==> config.mk <==
export PLATFORM = sky130hd
export DESIGN_NAME = ldpc_dec_sched
export DESIGN_NICKNAME = d
export VERILOG_FILES = /design/src/rtl/ldpc_dec_sched.sv
export SDC_FILE = /design/constraint.sdc
export NUM_CORES = 1
export LEC_CHECK = 0
export ABC_AREA = 1
export CAP_MARGIN = 20
export CELL_PAD_IN_SITES_DETAIL_PLACEMENT = 1
export CELL_PAD_IN_SITES_GLOBAL_PLACEMENT = 2
export CORE_MARGIN = 5
export CORE_UTILIZATION = 25
export DETAILED_ROUTE_END_ITERATION = 10
export HOLD_SLACK_MARGIN = 0.15
export PLACE_DENSITY_LB_ADDON = 0.05
export SYNTH_ARGS = -nofsm -noshare
export SYNTH_HDL_FRONTEND = slang
export SYNTH_SLANG_ARGS = --single-unit
==> constraint.sdc <==
create_clock -name wb_clk_i -period 1.83 [get_ports wb_clk_i]
set_input_delay 0.366 -clock wb_clk_i [delete_from_list [all_inputs] [get_ports wb_clk_i]]
set_output_delay 0.366 -clock wb_clk_i [all_outputs]
set_load 0.005 [all_outputs]
==> src/rtl/ldpc_dec_sched.sv <==
// Job sequencer for the LDPC decoder core: load channel beats, run min-sum
// iterations until the syndrome clears or the budget runs out, then unload.
module ldpc_dec_sched #(
   parameter int unsigned NN      = 208,
   parameter int unsigned MM      = 168,
   parameter int unsigned LOAD_W  = 16,
   parameter int unsigned BEATS   = 13,
   parameter int unsigned ITER_W  = 8,
   parameter int unsigned SUM_LEN = 32
) (
   input  logic               wb_clk_i,
   input  logic               wb_rst_n,
   input  logic               job_valid,
   output logic               job_ready,
   input  logic [ITER_W-1:0]  cfg_max_iter,
   input  logic               cfg_early_stop,
   input  logic               abort,
   input  logic               ld_valid,
   output logic               ld_ready,
   input  logic [LOAD_W-1:0]  ld_data,
   output logic               dec_ld_en,
   output logic [3:0]         dec_ld_addr,
   output logic [LOAD_W-1:0]  dec_ld_data,
   output logic               dec_init,
   output logic               dec_iter_start,
   input  logic               dec_iter_done,
   input  logic [SUM_LEN-1:0] dec_syn_weight,
   output logic [3:0]         dec_rd_addr,
   input  logic [LOAD_W-1:0]  dec_rd_data,
   output logic               out_valid,
   input  logic               out_ready,
   output logic [LOAD_W-1:0]  out_data,
   output logic               out_last,
   output logic               busy,
   output logic               res_ok,
   output logic [ITER_W-1:0]  res_iters,
   output logic               res_aborted,
   output logic               irq
);

   localparam int unsigned AW  = 4;
   localparam int unsigned CW  = AW + 1;
   localparam int unsigned REM = NN % LOAD_W;
   localparam logic [LOAD_W-1:0] LAST_MASK =
      (REM == 0) ? {LOAD_W{1'b1}} : LOAD_W'((64'd1 << REM) - 64'd1);
   localparam logic [AW-1:0] LAST_IDX  = AW'(BEATS - 1);
   localparam logic [CW-1:0] LAST_BEAT = CW'(BEATS - 1);

   // Elaboration guard: syndrome weight must hold MM, beat index fits 4 bits.
   if (SUM_LEN < $clog2(MM + 1) || BEATS > 16) begin : g_bad_params
      $error("ldpc_dec_sched: inconsistent parameters");
   end

   typedef enum logic [2:0] {
      S_IDLE, S_LOAD, S_INIT, S_ITER, S_WAIT, S_UNLOAD, S_DONE
   } state_t;

   state_t              state_q, state_d;
   logic [CW-1:0]       beat_q, beat_d, rd_cnt_q, rd_cnt_d;
   logic [ITER_W-1:0]   count_q, count_d, max_q, max_d, res_iters_q, res_iters_d;
   logic                early_q, early_d, rd_act_q, rd_act_d, pend_q, pend_d;
   logic                skid_v_q, skid_v_d, skid_last_q, skid_last_d;
   logic [LOAD_W-1:0]   skid_data_q, skid_data_d;
   logic                job_ready_q, job_ready_d, ld_ready_q, ld_ready_d;
   logic                dec_ld_en_q, dec_ld_en_d, dec_init_q, dec_init_d;
   logic                dec_iter_start_q, dec_iter_start_d;
   logic [AW-1:0]       dec_ld_addr_q, dec_ld_addr_d, dec_rd_addr_q, dec_rd_addr_d;
   logic [LOAD_W-1:0]   dec_ld_data_q, dec_ld_data_d, out_data_q, out_data_d;
   logic                out_valid_q, out_valid_d, out_last_q, out_last_d;
   logic                busy_q, busy_d, res_ok_q, res_ok_d;
   logic                res_aborted_q, res_aborted_d, irq_q, irq_d;
   logic [LOAD_W-1:0]   rd_word;
   logic                rd_last, out_pop;

   always_comb begin
      state_d       = state_q;
      beat_d        = beat_q;
      count_d       = count_q;
      max_d         = max_q;
      early_d       = early_q;
      rd_cnt_d      = rd_cnt_q;
      rd_act_d      = 1'b0;
      pend_d        = rd_act_q;
      skid_v_d      = skid_v_q;
      skid_data_d   = skid_data_q;
      skid_last_d   = skid_last_q;
      dec_ld_en_d   = 1'b0;
      dec_ld_addr_d = dec_ld_addr_q;
      dec_ld_data_d = dec_ld_data_q;
      dec_rd_addr_d = dec_rd_addr_q;
      out_valid_d   = out_valid_q;
      out_data_d    = out_data_q;
      out_last_d    = out_last_q;
      res_ok_d      = res_ok_q;
      res_iters_d   = res_iters_q;
      res_aborted_d = res_aborted_q;
      irq_d         = 1'b0;
      // Read address is held while its data is in flight, so it tags the returning word.
      rd_last       = (dec_rd_addr_q == LAST_IDX);
      rd_word       = rd_last ? (dec_rd_data & LAST_MASK) : dec_rd_data;
      out_pop       = out_valid_q && out_ready;

      case (state_q)
         S_IDLE: begin
            if (job_valid && job_ready_q) begin
               max_d         = (cfg_max_iter == '0) ? ITER_W'(1) : cfg_max_iter;
               early_d       = cfg_early_stop;
               res_ok_d      = 1'b0;
               res_iters_d   = '0;
               res_aborted_d = 1'b0;
               count_d       = '0;
               beat_d        = '0;
               state_d       = S_LOAD;
            end
         end
         S_LOAD: begin
            if (ld_valid && ld_ready_q) begin
               dec_ld_en_d   = 1'b1;
               dec_ld_addr_d = AW'(beat_q);
               dec_ld_data_d = (beat_q == LAST_BEAT) ? (ld_data & LAST_MASK) : ld_data;
               beat_d        = beat_q + CW'(1);
               if (beat_q == LAST_BEAT) state_d = S_INIT;
            end
         end
         S_INIT: state_d = S_ITER;
         S_ITER: begin
            if (count_q != {ITER_W{1'b1}}) count_d = count_q + ITER_W'(1);
            state_d = S_WAIT;
         end
         S_WAIT: begin
            if (dec_iter_done) begin
               if (dec_syn_weight == '0 && early_q) begin
                  res_ok_d = 1'b1;
                  state_d  = S_UNLOAD;
               end else if (count_q == max_q) begin
                  res_ok_d = (dec_syn_weight == '0);
                  state_d  = S_UNLOAD;
               end else begin
                  state_d  = S_ITER;
               end
            end
         end
         S_UNLOAD: begin
            // One read in flight at a time; issue only when the skid slot is empty.
            if (!rd_act_q && !pend_q && !skid_v_q && rd_cnt_q < CW'(BEATS)) begin
               rd_act_d      = 1'b1;
               dec_rd_addr_d = AW'(rd_cnt_q);
               rd_cnt_d      = rd_cnt_q + CW'(1);
            end
            if (!out_valid_q || out_pop) begin
               if (skid_v_q) begin
                  out_valid_d = 1'b1;
                  out_data_d  = skid_data_q;
                  out_last_d  = skid_last_q;
                  skid_v_d    = pend_q;
                  skid_data_d = rd_word;
                  skid_last_d = rd_last;
               end else if (pend_q) begin
                  out_valid_d = 1'b1;
                  out_data_d  = rd_word;
                  out_last_d  = rd_last;
               end else begin
                  out_valid_d = 1'b0;
               end
            end else if (pend_q) begin
               skid_v_d    = 1'b1;
               skid_data_d = rd_word;
               skid_last_d = rd_last;
            end
            if (out_pop && out_last_q) state_d = S_DONE;
         end
         S_DONE: begin
            res_iters_d = count_q;
            irq_d       = 1'b1;
            state_d     = S_IDLE;
         end
         default: state_d = S_IDLE;
      endcase

      if (abort && state_q inside {S_LOAD, S_INIT, S_ITER, S_WAIT, S_UNLOAD}) begin
         state_d       = S_IDLE;
         dec_ld_en_d   = 1'b0;
         res_aborted_d = 1'b1;
         res_ok_d      = 1'b0;
         res_iters_d   = count_q;
         irq_d         = 1'b1;
      end

      if (state_d != S_UNLOAD) begin
         rd_cnt_d    = '0;
         rd_act_d    = 1'b0;
         pend_d      = 1'b0;
         skid_v_d    = 1'b0;
         out_valid_d = 1'b0;
         out_last_d  = 1'b0;
      end

      job_ready_d      = (state_d == S_IDLE) && !irq_d;
      ld_ready_d       = (state_d == S_LOAD);
      dec_init_d       = (state_d == S_INIT);
      dec_iter_start_d = (state_d == S_ITER);
      busy_d           = (state_d != S_IDLE);
   end

   always_ff @(posedge wb_clk_i) begin
      if (!wb_rst_n) begin
         state_q          <= S_IDLE;
         beat_q           <= '0;
         count_q          <= '0;
         max_q            <= '0;
         early_q          <= 1'b0;
         rd_cnt_q         <= '0;
         rd_act_q         <= 1'b0;
         pend_q           <= 1'b0;
         skid_v_q         <= 1'b0;
         skid_data_q      <= '0;
         skid_last_q      <= 1'b0;
         job_ready_q      <= 1'b0;
         ld_ready_q       <= 1'b0;
         dec_ld_en_q      <= 1'b0;
         dec_ld_addr_q    <= '0;
         dec_ld_data_q    <= '0;
         dec_init_q       <= 1'b0;
         dec_iter_start_q <= 1'b0;
         dec_rd_addr_q    <= '0;
         out_valid_q      <= 1'b0;
         out_data_q       <= '0;
         out_last_q       <= 1'b0;
         busy_q           <= 1'b0;
         res_ok_q         <= 1'b0;
         res_iters_q      <= '0;
         res_aborted_q    <= 1'b0;
         irq_q            <= 1'b0;
      end else begin
         state_q          <= state_d;
         beat_q           <= beat_d;
         count_q          <= count_d;
         max_q            <= max_d;
         early_q          <= early_d;
         rd_cnt_q         <= rd_cnt_d;
         rd_act_q         <= rd_act_d;
         pend_q           <= pend_d;
         skid_v_q         <= skid_v_d;
         skid_data_q      <= skid_data_d;
         skid_last_q      <= skid_last_d;
         job_ready_q      <= job_ready_d;
         ld_ready_q       <= ld_ready_d;
         dec_ld_en_q      <= dec_ld_en_d;
         dec_ld_addr_q    <= dec_ld_addr_d;
         dec_ld_data_q    <= dec_ld_data_d;
         dec_init_q       <= dec_init_d;
         dec_iter_start_q <= dec_iter_start_d;
         dec_rd_addr_q    <= dec_rd_addr_d;
         out_valid_q      <= out_valid_d;
         out_data_q       <= out_data_d;
         out_last_q       <= out_last_d;
         busy_q           <= busy_d;
         res_ok_q         <= res_ok_d;
         res_iters_q      <= res_iters_d;
         res_aborted_q    <= res_aborted_d;
         irq_q            <= irq_d;
      end
   end

   assign job_ready      = job_ready_q;
   assign ld_ready       = ld_ready_q;
   assign dec_ld_en      = dec_ld_en_q;
   assign dec_ld_addr    = dec_ld_addr_q;
   assign dec_ld_data    = dec_ld_data_q;
   assign dec_init       = dec_init_q;
   assign dec_iter_start = dec_iter_start_q;
   assign dec_rd_addr    = dec_rd_addr_q;
   assign out_valid      = out_valid_q;
   assign out_data       = out_data_q;
   assign out_last       = out_last_q;
   assign busy           = busy_q;
   assign res_ok         = res_ok_q;
   assign res_iters      = res_iters_q;
   assign res_aborted    = res_aborted_q;
   assign irq            = irq_q;

endmodule
==> flow_metrics.tcl, run 1 <==
set metrics [dict create \
    syn-cell-area_mm2 0.004553 \
    ys_seq_area_share_pct 47.93 \
    grt_max_degree 56 \
    endpoint_kind "flip-flop" \
    finalPower_mw 5.042 \
    maxCapViolCount 0 \
    start_kind "flip-flop" \
    overflow 0 \
    hold_class "flip-flop to flip-flop" \
    routed_wl_mm 14.10 \
    ctsHtreeMaxLevel 3 \
    root_buffer "clkbuf_16" \
    grt_pass1_vias 4733 \
    reg2reg_to "busy" \
    antenna_found_initial 0 \
    cts_buffers 9 \
    vias 4498 \
    fp-row-count 49 \
    grt_usage_pct 13.24 \
    drt_first_pass_iters 6 \
    crit_path_start "count_q[0]" \
    endpoint "busy" \
    cts_max_path_buffers 2 \
    final_layout_size_suffix_gt1_share_pct 10.64 \
    antenna_cells 0 \
    finalHoldViolations 0 \
    fmax_mhz 590.3 \
    ys_warn_count 0 \
    area_growth_pct 46.28 \
    clock-sinks 109 \
    ant_nets 0 \
    place_hpwl_mm 10.78 \
    final_cells 1000 \
    cp.arrival_ns 1.92 \
    drc 0 \
    port_buffers 138 \
    clk_pin_slew_worst_paths_ns 0.07 \
    vias_per_cell 4.498 \
    cts_tree "yes" \
    syn_nets 700 \
    syn_inst 616 \
    die_area_mm2 0.02101 \
    synth_seq_cells 109 \
    grt_first_pass_wirelength_mm 23.45 \
    drt_iter0_markers 124 \
    fin_crit_ns 1.694 \
    status "completed" \
    design.core.area_mm2 0.01796 \
    start_util_pct 25.35 \
    worstMarginPinSlew_ns 0.5037 \
    fin_nets 851 \
    synth_cell_types 32 \
    avgSynthCellArea_um2 7.391 \
    p_per_area_mw_per_mm2 757.1 \
    mostFrequentLayoutCell "clkdlybuf4s50_1" \
    gp_congestion 0.7373 \
    die_h_um 145.0 \
    dp_cells 984 \
    max-vdd-ir-drop_uv 425.5 \
    leakage_nw 2.648 \
    path_class "flip-flop to flip-flop" \
    fin_worst_skew_ns 0.004748 \
    max-slew-margin-rel_pct 66.42 \
    reg2reg_from "count_q[0]" \
    reg2reg_depth 11 \
    report.final.setup_viol 0 \
    clk_latency_ns 0.35 \
    wire_per_inst_um 14.10 \
    die_width_um 145.0 \
    mostFrequentLayoutCells "137 x clkdlybuf4s50_1, 111 x nor2_1, 105 x dfxtp_1" \
    io_pins 139 \
    cp.required_ns 2.05 \
    tns_ns 0 \
    maxSlewViolCount 0 \
    r2r_setup_slack_ns 0.14 \
    timing.final.crit_share_pct 92.57 \
    critPathMaxFanout 4 \
]
## registers in the layout (all words and copies together) (netlist names), 3 cells and up
name and flops:
dec_ld_data 16, out_data 16, skid_data_q 16, count_q 8
max_q 8, res_iters 8, beat_q 5, rd_cnt_q 5
dec_ld_addr 4, dec_rd_addr 4, state_q 3
## area by class of cell
| class | instances | area [um^2] |
|---|---|---|
| multi-input cells | 413 | 2016 |
| fillers | 2193 | 11300 |
| repair buffers | 164 | 1588 |
| clock buffers | 11 | 232.7 |
| flip-flops and latches | 109 | 2187 |
| inverters | 70 | 276.5 |
| well taps | 229 | 286.5 |
| clock inverters | 4 | 73.82 |
## Yosys cell counts, drive strengths merged
master | n | area, um^2
dfxtp | 109 | 2182
inv | 70 | 262.8
o21ai | 72 | 364.1
nor3 | 11 | 60.06
nand3 | 17 | 100.1
xor2 | 2 | 17.52
nand4 | 6 | 37.54
o21bai | 2 | 15.01
a22oi | 7 | 52.55
nor2 | 121 | 494.2
a211oi | 5 | 47.54
buf | 10 | 55.05
nor3b | 1 | 7.510
nand2 | 78 | 310.3
nor4 | 2 | 12.51
ha | 4 | 50.05
nand3b | 1 | 7.510
clkbuf | 14 | 52.55
a21oi | 84 | 424.2
## kinds of logic (layout without fill, tap and decap cells)
kind of cell	after synthesis	count (layout)	synth area share (%)
simple gates	237	237	22.62
compound gates	170	170	19.84
flops	109	109	47.93
xor+xnor	2	2	0.3848
fa+ha+maj	4	4	1.099
buf+inv	94	249	8.134
## critical path: stages (launching register included)
cell     delay, ns
dfxtp_1       0.42
inv_1         0.13
nand2_1       0.08
nand4_1       0.10
nor2_1        0.13
nand2_1       0.12
nand3_1       0.12
nand2_1       0.09
nand2_1       0.13
nand2_1       0.08
nor2_1        0.12
nor2_1        0.06
## through the flow
stage	worst slack [ns]	hold slack, ns	cell area (um^2)	utilization [%]
after global placement	-0.1748	0.4151	6309	35.12
final	0.1360	0.4332	6660	37.08
after CTS	0.003681	0.4353	6615	36.83
after detailed placement	-0.2162	0.4244	6309	35.12
after floorplan	0.3832	0.4080	4553	-
after global routing	-0.01800	0.4848	6660	37.08
## worst min-delay path by stage
| stage | start | cells after the start | to |
|---|---|---|---|
| 2_1_floorplan | rd_act_q | 2 | pend_q |
| 3_3_place_gp | rd_act_q | 2 | pend_q |
| 3_5_place_dp | rd_act_q | 2 | pend_q |
| 4_1_cts | rd_act_q | 2 | pend_q |
| 5_1_grt | rd_act_q | 2 | pend_q |
| 6_report | rd_act_q | 2 | pend_q |
## what timing repair did
item	CTS	global route
endpoints found under the setup margin	0	30
hold buffers	0	0
buffers inserted	0	1
resized for setup	0	15
## metal layers
| layer | up-vias | part of all wire (%) | track usage, % | routed length, um |
|---|---|---|---|---|
| li1 | 2313 | - | - | - |
| met1 | 2104 | 45 | 16.09 | 6408 |
| met2 | 70 | 50 | 23.41 | 7016 |
| met3 | 11 | 3.8 | 3.305 | 540 |
| met4 | 0 | 0.94 | 3.249 | 132 |
| met5 | - | 0 | 0 | 0 |
## power breakdown
part / switching (mW) / internal [mW] / leakage, nW
registers: 0.0245 / 2.41 / 0.882
logic: 0.237 / 0.293 / 1.62
clock network: 0.881 / 1.19 / 0.150
total: 1.14 / 3.90 / 2.65
Power figures use the tool's default switching activity.
==> run 2, diff against run 1 <==
- PLACE_DENSITY_LB_ADDON: 0.05 -> 0.1
- TNS_END_PERCENT: not set -> 1
==> run 2 against run 1 <==
Net effect: cell count decreased by 0.10%; via count about the same; critical path depth unchanged; combinational power about the same; highest routed layer unchanged; sequential cell count unchanged; routed wire length increased by 1.8%.
==> flow_metrics.tcl, run 2 (synthesized netlist as in run 1, its figures left out) <==
set metrics [dict create \
    status "completed" \
    place_hpwl_mm 11.11 \
    antenna_cells 0 \
    fin_crit_ns 1.676 \
    cp.required_ns 2.12 \
    start_kind "flip-flop" \
    gp_congestion 0.7564 \
    cts_max_path_buffers 2 \
    fp-row-count 49 \
    worstMarginPinSlew_ns 0.4140 \
    vias_per_cell 4.507 \
    final_util_pct 36.94 \
    leakage_nw 2.636 \
    fin_nets 849 \
    report.final.setup_viol 0 \
    hold_slack_ns 0.4406 \
    final_layout_size_suffix_gt1_share_pct 10.13 \
    cts_buffers 9 \
    path_class "flip-flop to flip-flop" \
    die_area_mm2 0.02101 \
    overflow 0 \
    design.core.area_mm2 0.01796 \
    fillers 2167 \
    die_width_um 145.0 \
    mostFrequentLayoutCells "137 x clkdlybuf4s50_1, 112 x nor2_1, 106 x dfxtp_1" \
    routed_wl_mm 14.35 \
    dpl_cell_area_mm2 0.006326 \
    max-vdd-ir-drop_uv 409.9 \
    grt_max_degree 46 \
    hold_class "flip-flop to flip-flop" \
    mostFrequentLayoutCell "clkdlybuf4s50_1" \
    clockPowerShare_pct 39.1 \
    area_growth_pct 45.73 \
    p_comb_share_pct 10.8 \
    finalHoldViolations 0 \
    fin_worst_skew_ns 0.005850 \
    multi_input_area_mm2 0.002006 \
    worst_slack_ns 0.1541 \
    io_pins 139 \
    power.switching_mw 1.192 \
    drt_first_pass_iters 4 \
    vias 4502 \
    clk_latency_ns 0.35 \
    clk_pin_slew_worst_paths_ns 0.07 \
    max-slew-margin-rel_pct 72.40 \
    drt_iter0_markers 138 \
    grt_pass1_vias 4758 \
    regArea_mm2 0.002186 \
    preCtsSetupSlack_ns -0.2557 \
    critPathMaxFanout 3 \
    drc 0 \
    fmax_mhz 596.7 \
    postCtsHoldBufs 0 \
    ant_nets 0 \
    timing.final.crit_share_pct 91.58 \
    port_buffers 138 \
    endpoint_kind "flip-flop" \
    ctsHtreeMaxLevel 3 \
    antenna_found_initial 0 \
    switching_share_pct 24.49 \
    clock-sinks 109 \
    cp.arrival_ns 1.97 \
    maxCapViolCount 0 \
    maxSlewViolCount 0 \
    grt_usage_pct 13.57 \
    grt_first_pass_wirelength_mm 24.04 \
    wire_per_inst_um 14.37 \
    cts_tree "yes" \
    p_int_mw 3.675 \
    root_buffer "clkbuf_16" \
    final_area_mm2 0.006635 \
    start_util_pct 25.35 \
    power_frac_seq_pct 50.0 \
    p_per_area_mw_per_mm2 733.5 \
    die_h_um 145.0 \
    tns_ns 0 \
]
[run 2: cell count changes in the layout (fill, tap and decap cells not counted), moves of 2 or more]
cell	delta
buf_4	-3
buf_12	+2
bufinv_16	-2
clkbuf_1	-2
clkinv_4	+2
[run 2: worst max-delay path, cell delays in order, from the launching register on]
cell,delay [ns]
dfxtp_1,0.33
inv_1,0.10
ha_1,0.16
nand3_1,0.07
nor2_1,0.15
nand3_1,0.09
nand2_1,0.07
nand3b_1,0.09
o21ai_2,0.23
buf_4,0.17
nand3_1,0.07
nor2_1,0.08
[run 2: what timing repair did]
| item | 4_1_cts | 5_1_grt |
|---|---|---|
| gates resized for setup | 1 | 7 |
| setup buffers | 0 | 0 |
| setup endpoints to repair | 1 | 25 |
[run 2: area by class of cell]
cell class / count / share of cell area (%)
Sequential cell: 109 / 32.94
Multi-Input combinational cell: 413 / 30.23
Timing Repair Buffer: 162 / 24.02
Tap cell: 229 / 4.318
Inverter: 70 / 4.167
Clock buffer: 10 / 3.602
Clock inverter: 6 / 0.7166
[run 2: path summary, 6_finish.rpt]
kind | startpoint | endpoint | slack (ns) | depth (start not counted)
setup / recovery | beat_q[1] | job_ready | 0.15 | 11
hold / removal | rd_act_q | pend_q | 0.44 | 2
setup reg to reg | beat_q[1] | job_ready | 0.15 | 11
hold reg to reg | rd_act_q | pend_q | 0.44 | 2
[run 2: power by group through the flow]
stage | clock, mW | sequential (mW) | combinational (mW)
3_5_place_dp | 0 | 2.49 | 0.536
3_3_place_gp | 0 | 2.49 | 0.526
2_1_floorplan | 0 | 2.49 | 0.215
4_1_cts | 1.99 | 2.43 | 0.538
5_1_grt | 2.09 | 2.44 | 0.586
6_report | 1.90 | 2.44 | 0.528
[run 2: through the flow]
stage / power, mW / cells
floorplan: 2.701 / 616
global placement: 3.015 / 983
detailed placement: 3.027 / 983
CTS: 4.966 / 999
global route: 5.114 / 999
finish: 4.867 / 999
[run 2: routing by layer]
metal	vias up	share of wire [%]	track usage [%]
li1	2313	-	-
met1	2092	44	16.34
met2	85	50	23.62
met3	12	5.0	4.178
met4	0	1.3	3.296
met5	-	0	0
==> run 3, diff against run 2 <==
- RECOVER_POWER: not set -> 50
==> run 3 against run 2 <==
Net effect: fmax about the same; worst setup slack better by 0.0015 ns; clock power about the same; combinational power down 2%; cell count unchanged; utilization down 0.14 points; clock-buffer cell count unchanged; global-route usage unchanged; sequential share of layout area up 0.12 points; non-clock buffer count unchanged; routed wire length down 0.24%; critical path type unchanged.
==> flow_metrics.tcl, run 3 (synthesized netlist as in run 1, its figures left out) <==
set metrics [dict create \
    status "completed" \
    ant_nets 0 \
    hold_slack_ns 0.4406 \
    slowest_delay_ns 0.33 \
    multi_input_area_mm2 0.001991 \
    die_width_um 145.0 \
    max-slew-margin-rel_pct 72.64 \
    routed_wl_mm 14.32 \
    grtUsageMet1_pct 16.34 \
    leakage_nw 2.743 \
    use_met2_pct 23.62 \
    clk_pin_slew_worst_paths_ns 0.07 \
    place_hpwl_mm 11.11 \
    grt-busiest-layer "met2" \
    ctsHtreeMaxLevel 3 \
    root_buffer "clkbuf_16" \
    final_util_pct 36.80 \
    fp-row-count 49 \
    overflow 0 \
    crit_buf_inv 2 \
    rsz0062_at_grt "false" \
    met3_usage_pct 4.178 \
    dpl_cell_area_mm2 0.006326 \
    antenna_cells 0 \
    design.core.area_mm2 0.01796 \
    start_kind "flip-flop" \
    cts_buffers 9 \
    postCtsHoldBufs 0 \
    drc 0 \
    cp.required_ns 2.12 \
    p_per_area_mw_per_mm2 734.4 \
    maxSlewViolCount 0 \
    grt_max_degree 46 \
    final_layout_size_suffix_gt1_share_pct 9.221 \
    clock-sinks 109 \
    fin_nets 849 \
    grt_usage_pct 13.57 \
    drt_first_pass_iters 4 \
    critPathMaxFanout 3 \
    die_h_um 145.0 \
    mostFrequentLayoutCells "113 x nor2_1, 106 x dfxtp_1, 103 x clkdlybuf4s50_1" \
    crit_family "simple AND/OR/NAND/NOR gates" \
    final_area_mm2 0.006610 \
    cts_tree "yes" \
    report.final.setup_viol 0 \
    grt_pass1_vias 4758 \
    fillers 2172 \
    die_area_mm2 0.02101 \
    port_buffers 138 \
    clk_latency_ns 0.35 \
    cpMostUsedCell "nand3_1" \
    regArea_mm2 0.002186 \
    timing.final.crit_share_pct 91.50 \
    hold_class "flip-flop to flip-flop" \
    area_growth_pct 45.18 \
    endpoint_kind "flip-flop" \
    fin_worst_skew_ns 0.005477 \
    post-cts-setup-buffers 0 \
    start_util_pct 25.35 \
    gp_congestion 0.7564 \
    grt_first_pass_wirelength_mm 24.04 \
    drt_iter0_markers 155 \
    worstPathCellList "inv_1 -> ha_1 -> nand3_1 -> nor2_1 -> nand3_1 -> nand2_1 -> nand3b_1 -> o21ai_2 -> buf_4 -> nand3_1 -> nor2_1" \
    io_pins 139 \
    antenna_found_initial 0 \
    fin_crit_ns 1.674 \
    cp.arrival_ns 1.96 \
    worstMarginPinSlew_ns 0.4099 \
    vias 4505 \
    tns_ns 0 \
    finalHoldViolations 0 \
    maxCapViolCount 0 \
    wire_per_inst_um 14.33 \
    cts_max_path_buffers 2 \
    vias_per_cell 4.510 \
    max-vdd-ir-drop_uv 409.9 \
    fmax_mhz 597.2 \
    cp_slowest_cell "dfxtp_1" \
    path_class "flip-flop to flip-flop" \
    mostFrequentLayoutCell "nor2_1" \
]
## run 3: final cells by class
type | count | share of cell area (%)
multi-input combinational | 413 | 30.12
clock inverter | 6 | 0.7193
timing repair buffer | 162 | 23.96
clock buffer | 10 | 3.615
tap | 229 | 4.335
inverter | 70 | 4.183
sequential | 109 | 33.07
## run 3: worst paths after layout
| kind | start | end | slack [ns] | depth (start not counted) |
|---|---|---|---|---|
| max | beat_q[1] | job_ready | 0.16 | 11 |
| min reg2reg | rd_act_q | pend_q | 0.44 | 2 |
| max reg2reg | beat_q[1] | job_ready | 0.16 | 11 |
| min | rd_act_q | pend_q | 0.44 | 2 |
## run 3: layer usage
| metal | wire [um] | share of wire, % | vias up |
|---|---|---|---|
| met5 | 0 | 0 | - |
| met4 | 196 | 1.4 | 0 |
| met3 | 722 | 5.0 | 12 |
| met2 | 7131 | 50 | 84 |
| met1 | 6266 | 44 | 2097 |
| li1 | - | - | 2312 |
## run 3: where the power goes
| group | total, mW | internal, mW | leakage, nW | switching (mW) |
|---|---|---|---|---|
| clock network | 1.90 | 0.974 | 0.144 | 0.928 |
| registers | 2.43 | 2.41 | 0.882 | 0.0241 |
| logic | 0.517 | 0.282 | 1.72 | 0.235 |
| total | 4.85 | 3.67 | 2.74 | 1.19 |
## run 3: what timing repair did
action / 4_1_cts / 5_1_grt
resized for setup: 1 / 7
endpoints found under the setup margin: 1 / 25
gates cloned: 0 / 0
## run 3: worst min-delay path, stage by stage, from the launching register on
cell	delay (ns)
dfxtp_1	0.31
inv_1	0.05
nor2_1	0.04
## run 3: through the flow
step           power, mW  setup slack, ns  cells
2_1_floorplan      2.701           0.3832    616
3_3_place_gp       3.015          -0.1560    983
3_5_place_dp       3.027          -0.2557    983
4_1_cts            4.966          0.09998    999
5_1_grt            5.104         0.003199    999
6_report           4.854           0.1556    999
==> patch 1 (flow settings as in run 1) <==
Compare `beat_q` against `LAST_BEAT` with >= in place of ==.
--- a/src/rtl/ldpc_dec_sched.sv
+++ b/src/rtl/ldpc_dec_sched.sv
@@ -119,7 +119,7 @@
                dec_ld_addr_d = AW'(beat_q);
                dec_ld_data_d = (beat_q == LAST_BEAT) ? (ld_data & LAST_MASK) : ld_data;
                beat_d        = beat_q + CW'(1);
-               if (beat_q == LAST_BEAT) state_d = S_INIT;
+               if (beat_q >= LAST_BEAT) state_d = S_INIT;
             end
          end
          S_INIT: state_d = S_ITER;
Formal check against the unedited RTL: same outputs for any inputs over 10 cycles, from zero or initial values and one cycle with wb_rst_n low; that may be too few to reach the edited logic, so the function may still have changed.
==> patch 1 against run 1 <==
Combinational power grew 7.7%; count of clock-buffer cells in the layout rose by 1; cell count grew 0.90%; power decreased by 1.8%; sequential share of layout area is 0.36 points lower; area after synthesis rose by 1.4%; worst setup slack improved by 30 ps; cell area up 1.3%; routed wire length increased by 7.4%; sequential cell count did not move.
==> patch 1: results (changes against run 1) <==
Detailed routing
  – Initial DRC count: 115 (-7.3%)
  – Routed length on met3: 626 µm (+16%)
  – Via/cell ratio: 4.52 (+0.50%)
  – Via Count: 4561 (+1.4%)
  – Met2 Wirelength: 7.65 mm (+9.0%)
  – Pre-antenna DRT Iters: 4 (-2)
  – DRT met1 WL: 6.63 mm (+3.4%)
  – Routed len/inst: 15.0 µm (+6.5%)

Pwr
  – Static Leak: 2.60 nW (-1.7%)
  – Maximum vdd drop: 0.000430 V (+1.0%)

Worst hold path
  – Hold/Removal Path Class: input port to flip-flop

Setup path
  – Slowest CP cell: clkdlybuf4s50_1
  – Delay-heaviest family, CP: buffers and inverters
  – Worst Path Arrival: 1300 ps (-620 ps)
  – Max incr delay on CP: 540 ps (+120 ps)

Global route
  – GRT Util Overall: 14.3% (+1.1 points)
  – Global-route wire length before repair: 24.9 mm (+6.4%)
  – Vias in the first global route: 4816 (+1.8%)
  – Initial antenna violation count: 0 (unchanged)
  – Largest net degree at the start of global routing: 35 (-38%)

Yosys
  – Cells after synthesis: 620 (+0.65%)
  – Yosys cell types: 41 (+28%)
  – Post-synthesis sequential area ratio: 47.3% (-0.66 points)
  – Top post-synthesis cells by count: nor2_1, nand2_1, dfxtp_1
  – Net Count, Synth: 704 (+0.57%)
  – Synth top area cells: dfxtp_1, nor2_1, nand2_1, o21ai_0, inv_1
  – Warning count from the yosys run: 0 (unchanged)

Placement
  – Gpl congestion: 0.783 (+6.1%)
  – PortBufs: 138 (unchanged)
  – HPWL Detailed: 11.7 mm (+8.1%)
  – Placed cell count: 993 (+0.91%)

CTS
  – Post-CTS Setup Bufs: 0 (unchanged)
  – CTS resizes: 0 (unchanged)
  – Clk slew on worst S/H paths: 70 ps (about the same)
  – Clock latency on the worst-skew pair: 350 ps (about the same)
  – CTS root buf: clkbuf_16
  – H-tree Lvls: 3 (unchanged)
  – Max clock buf depth: 2 (unchanged)

STA
  – Worst slew margin: 74.6% (+8.2 points)
  – Setup TNS: 0 ps (unchanged)
  – Setup Skew: 6.65 ps (+1.90 ps)

Status
  – Run status: finished clean

Layout
  – FILL cells: 2199 (+0.27%)
  – Share of cells above drive strength 1: 11.7% (+1.0 points)
  – Nets: 859 (+0.94%)
## patch 1: where the power goes
group	total (W)	switching (W)	internal (W)
Clock	0.00194	0.000932	0.00101
Sequential	0.00244	0.0000261	0.00241
Combinational	0.000571	0.000263	0.000308
## patch 1: cell families after synthesis
| family | share of synthesized area (%) |
|---|---|
| buffers and inverters | 6.72 |
| DFF | 47.3 |
| AOI/OAI and AO/OA | 16.8 |
| and+or+nand+nor | 27.6 |
| xor gates and xnor gates | 0.569 |
| adders and majority gates | 1.08 |
## patch 1: layout make-up
type                    count  area share [%]
clock inverters             4           0.464
inverters                  55            3.10
repair buffers            167            24.0
well taps                 229            4.25
multi-input cells         433            31.9
clock buffers              12            3.80
flip-flops and latches    109            32.5
## patch 1: stage by stage
step | setup WS [ps] | power (W) | cell area (µm²) | hold WS, ps
5_1_grt | 9.50 | 0.00520 | 6750 | 427
2_1_floorplan | 339 | 0.00273 | 4620 | 425
6_report | 166 | 0.00495 | 6750 | 420
3_3_place_gp | -215 | 0.00307 | 6420 | 446
3_5_place_dp | -281 | 0.00308 | 6420 | 448
4_1_cts | 17.4 | 0.00506 | 6710 | 403
## patch 1: final timing paths
| kind | slack, ps | cells after the start | end | from |
|---|---|---|---|---|
| worst max-delay path | 170 | 1 | out_valid | out_valid |
| worst min-delay path | 420 | 3 | count_q[0] | wb_rst_n |
| worst max register to register | 180 | 8 | rd_cnt_q[2] | state_q[1] |
| worst min register to register | 460 | 2 | pend_q | rd_act_q |
## patch 1: routing by layer
metal  vias to the layer above  GRT usage (%)
met3                        16           3.27
met2                        88           25.5
met4                         0           4.84
met5                         -              0
li1                       2337              -
met1                      2120           17.0
==> patch 2 (settings of run 1) <==
Without the edit above. The parameter `ITER_W` goes from 8 to 7.
--- a/src/rtl/ldpc_dec_sched.sv
+++ b/src/rtl/ldpc_dec_sched.sv
@@ -5,7 +5,7 @@
    parameter int unsigned MM      = 168,
    parameter int unsigned LOAD_W  = 16,
    parameter int unsigned BEATS   = 13,
-   parameter int unsigned ITER_W  = 8,
+   parameter int unsigned ITER_W  = 7,
    parameter int unsigned SUM_LEN = 32
 ) (
    input  logic               wb_clk_i,
Ports: changed (resized cfg_max_iter and res_iters); port bits go from 139 to 137. No check against the original RTL was run, so the function may have changed too.
==> patch 2 against run 1 <==
Cell area rose by 0.85%; power rose by 0.32%; sequential cell count fell by 3; non-clock buffer count rose by 6; routed wire length rose by 1.8%; first-iteration DRC count rose by 52%; area after synthesis fell by 0.52%; worst setup slack got worse by 12 ps; largest cell class unchanged; largest power group unchanged; highest routed layer unchanged.
==> patch 2: results (changes against run 1) <==
Setup path
  – Reg2reg end: skid_v_q
  – RR Startpoint: state_q[1]
  – R2r setup slk: 170 ps (+30 ps)
  – Worst R2R Path Depth: 9 (-2)
  – Worst Path Arrival: 1950 ps (+30 ps)
  – Critical Path Fanout Max: 34 (+30)

Global route
  – Vias in the first global route: 4682 (-1.1%)
  – GRT Util Overall: 13.9% (+0.69 points)
  – Largest net degree at the start of global routing: 39 (-30%)
  – Global-route wire length before repair: 23.4 mm (-0.35%)

Yosys
  – Net Count, Synth: 680 (-2.9%)
  – Most common cell in the netlist: nor2_1
  – Mux cell area share after synthesis: 0.249% (+0.25 points)
  – Top post-synthesis cells by count: nor2_1, dfxtp_1, a21oi_1
  – Adder and majority cell fraction of the synthesized area: 1.10% (+0.0058 points)
  – Yosys cell types: 37 (+16%)
  – Compound-gate portion of the synthesized area: 18.0% (-1.8 points)
  – Synth Area in XOR/XNOR: 1.16% (+0.78 points)

STA
  – Worst-Margin Slew: 414 ps (-90.0 ps)
  – Hold slack: 344 ps (-89.2 ps)
  – Setup Skew: 9.51 ps (+4.76 ps)

Worst hold path
  – WHS Endpoint: state_q[0]
  – HP Start: wb_rst_n
  – Hold/Removal Path Class: input port to flip-flop
  – Hold Path Depth: 3 (+1)

Status
  – Run status: finished clean

Detailed routing
  – Initial DRC count: 189 (+52%)
  – Pre-antenna DRT Iters: 4 (-2)
  – Routed len/inst: 14.5 µm (+3.2%)
  – Via/cell ratio: 4.48 (-0.51%)

Layout
  – Nets: 836 (-1.8%)
  – Share of cells above drive strength 1: 12.3% (+1.6 points)
  – FILL cells: 2149 (-2.0%)

Placement
  – Gpl congestion: 0.750 (+1.7%)
  – HPWL Detailed: 11.0 mm (+1.6%)

Pwr
  – Maximum vdd drop: 0.000433 V (+1.7%)
  – Static Leak: 2.65 nW (about the same)
## patch 2: changes by cell type after synthesis, sizes merged, moves of 3 or more
| cell | delta |
|---|---|
| inv | -18 |
| o21ai | -4 |
| a21oi | -9 |
| nor2 | +4 |
| dfxtp | -3 |
| nand4 | -3 |
| nor3b | +8 |
| a22oi | -6 |
| nand3 | +5 |
## patch 2: routing by layer
metal  vias to the layer above  wire length (µm)  track usage (%)
met1                      2065              6340             16.9
met3                        11               629             3.34
met4                         0               147             3.34
met5                         -                 0                0
li1                       2262                 -                -
met2                        79              7230             24.9
## patch 2: critical path: stages
cell and delay [ps]:
clkdlybuf4s50_1 440, nor2_2 260, mux2_2 370, nand2_1 60
inv_1 60, buf_12 160, o21ai_0 160, a21oi_1 70
## patch 2: repair_timing
action,in CTS,in global routing
endpoints found under the setup margin,0,18
endpoints found under the hold margin,0,0
setup buffers,0,0
hold buffers,0,0
gates resized for setup,0,11
## patch 2: worst max-delay path by stage
| stage | from | to | slack (ps) | cells past startpoint |
|---|---|---|---|---|
| global route | dec_syn_weight[5] | busy | -20 | 13 |
| finish | out_ready | skid_data_q[12] | 120 | 8 |
| floorplan | skid_v_q | rd_cnt_q[2] | 230 | 9 |
| CTS | dec_syn_weight[25] | rd_cnt_q[4] | 40 | 13 |
| detailed placement | dec_syn_weight[25] | rd_cnt_q[4] | -320 | 13 |
| global placement | dec_syn_weight[15] | rd_cnt_q[4] | -260 | 13 |
## patch 2: final cells by class
class / count / area share, %
Multi-Input combinational cell: 412 / 31.4
Inverter: 54 / 3.06
Sequential cell: 106 / 31.6
Clock inverter: 6 / 1.34
Timing Repair Buffer: 170 / 24.9
Tap cell: 229 / 4.27
Clock buffer: 10 / 3.41
## patch 2: kinds of logic after synthesis
logic type / after synthesis
simple gates: 247
xor+xnor: 6
mux: 1
flops: 106
fa+ha+maj: 4
compound gates: 154
buf+inv: 79
## patch 2: metrics by stage
stage                     instance area (µm²)  std cells  total power (W)  setup TNS (ps)  worst slack (ps)
final                                    6720        987          0.00506               0               124
after global routing                     6720        987          0.00532           -25.2             -22.5
after CTS                                6690        987          0.00516               0              40.4
after detailed placement                 6370        971          0.00301           -9040              -322
after global placement                   6370        971          0.00300           -7010              -256
after floorplan                          4530        597          0.00266               0               230
## patch 2: where the power goes
group,switching (W),leakage (nW),internal [W],total (W)
registers,0.0000256,0.857,0.00235,0.00237
clock network,0.000907,0.158,0.00121,0.00212
logic,0.000256,1.63,0.000314,0.000570
total,0.00119,2.65,0.00387,0.00506
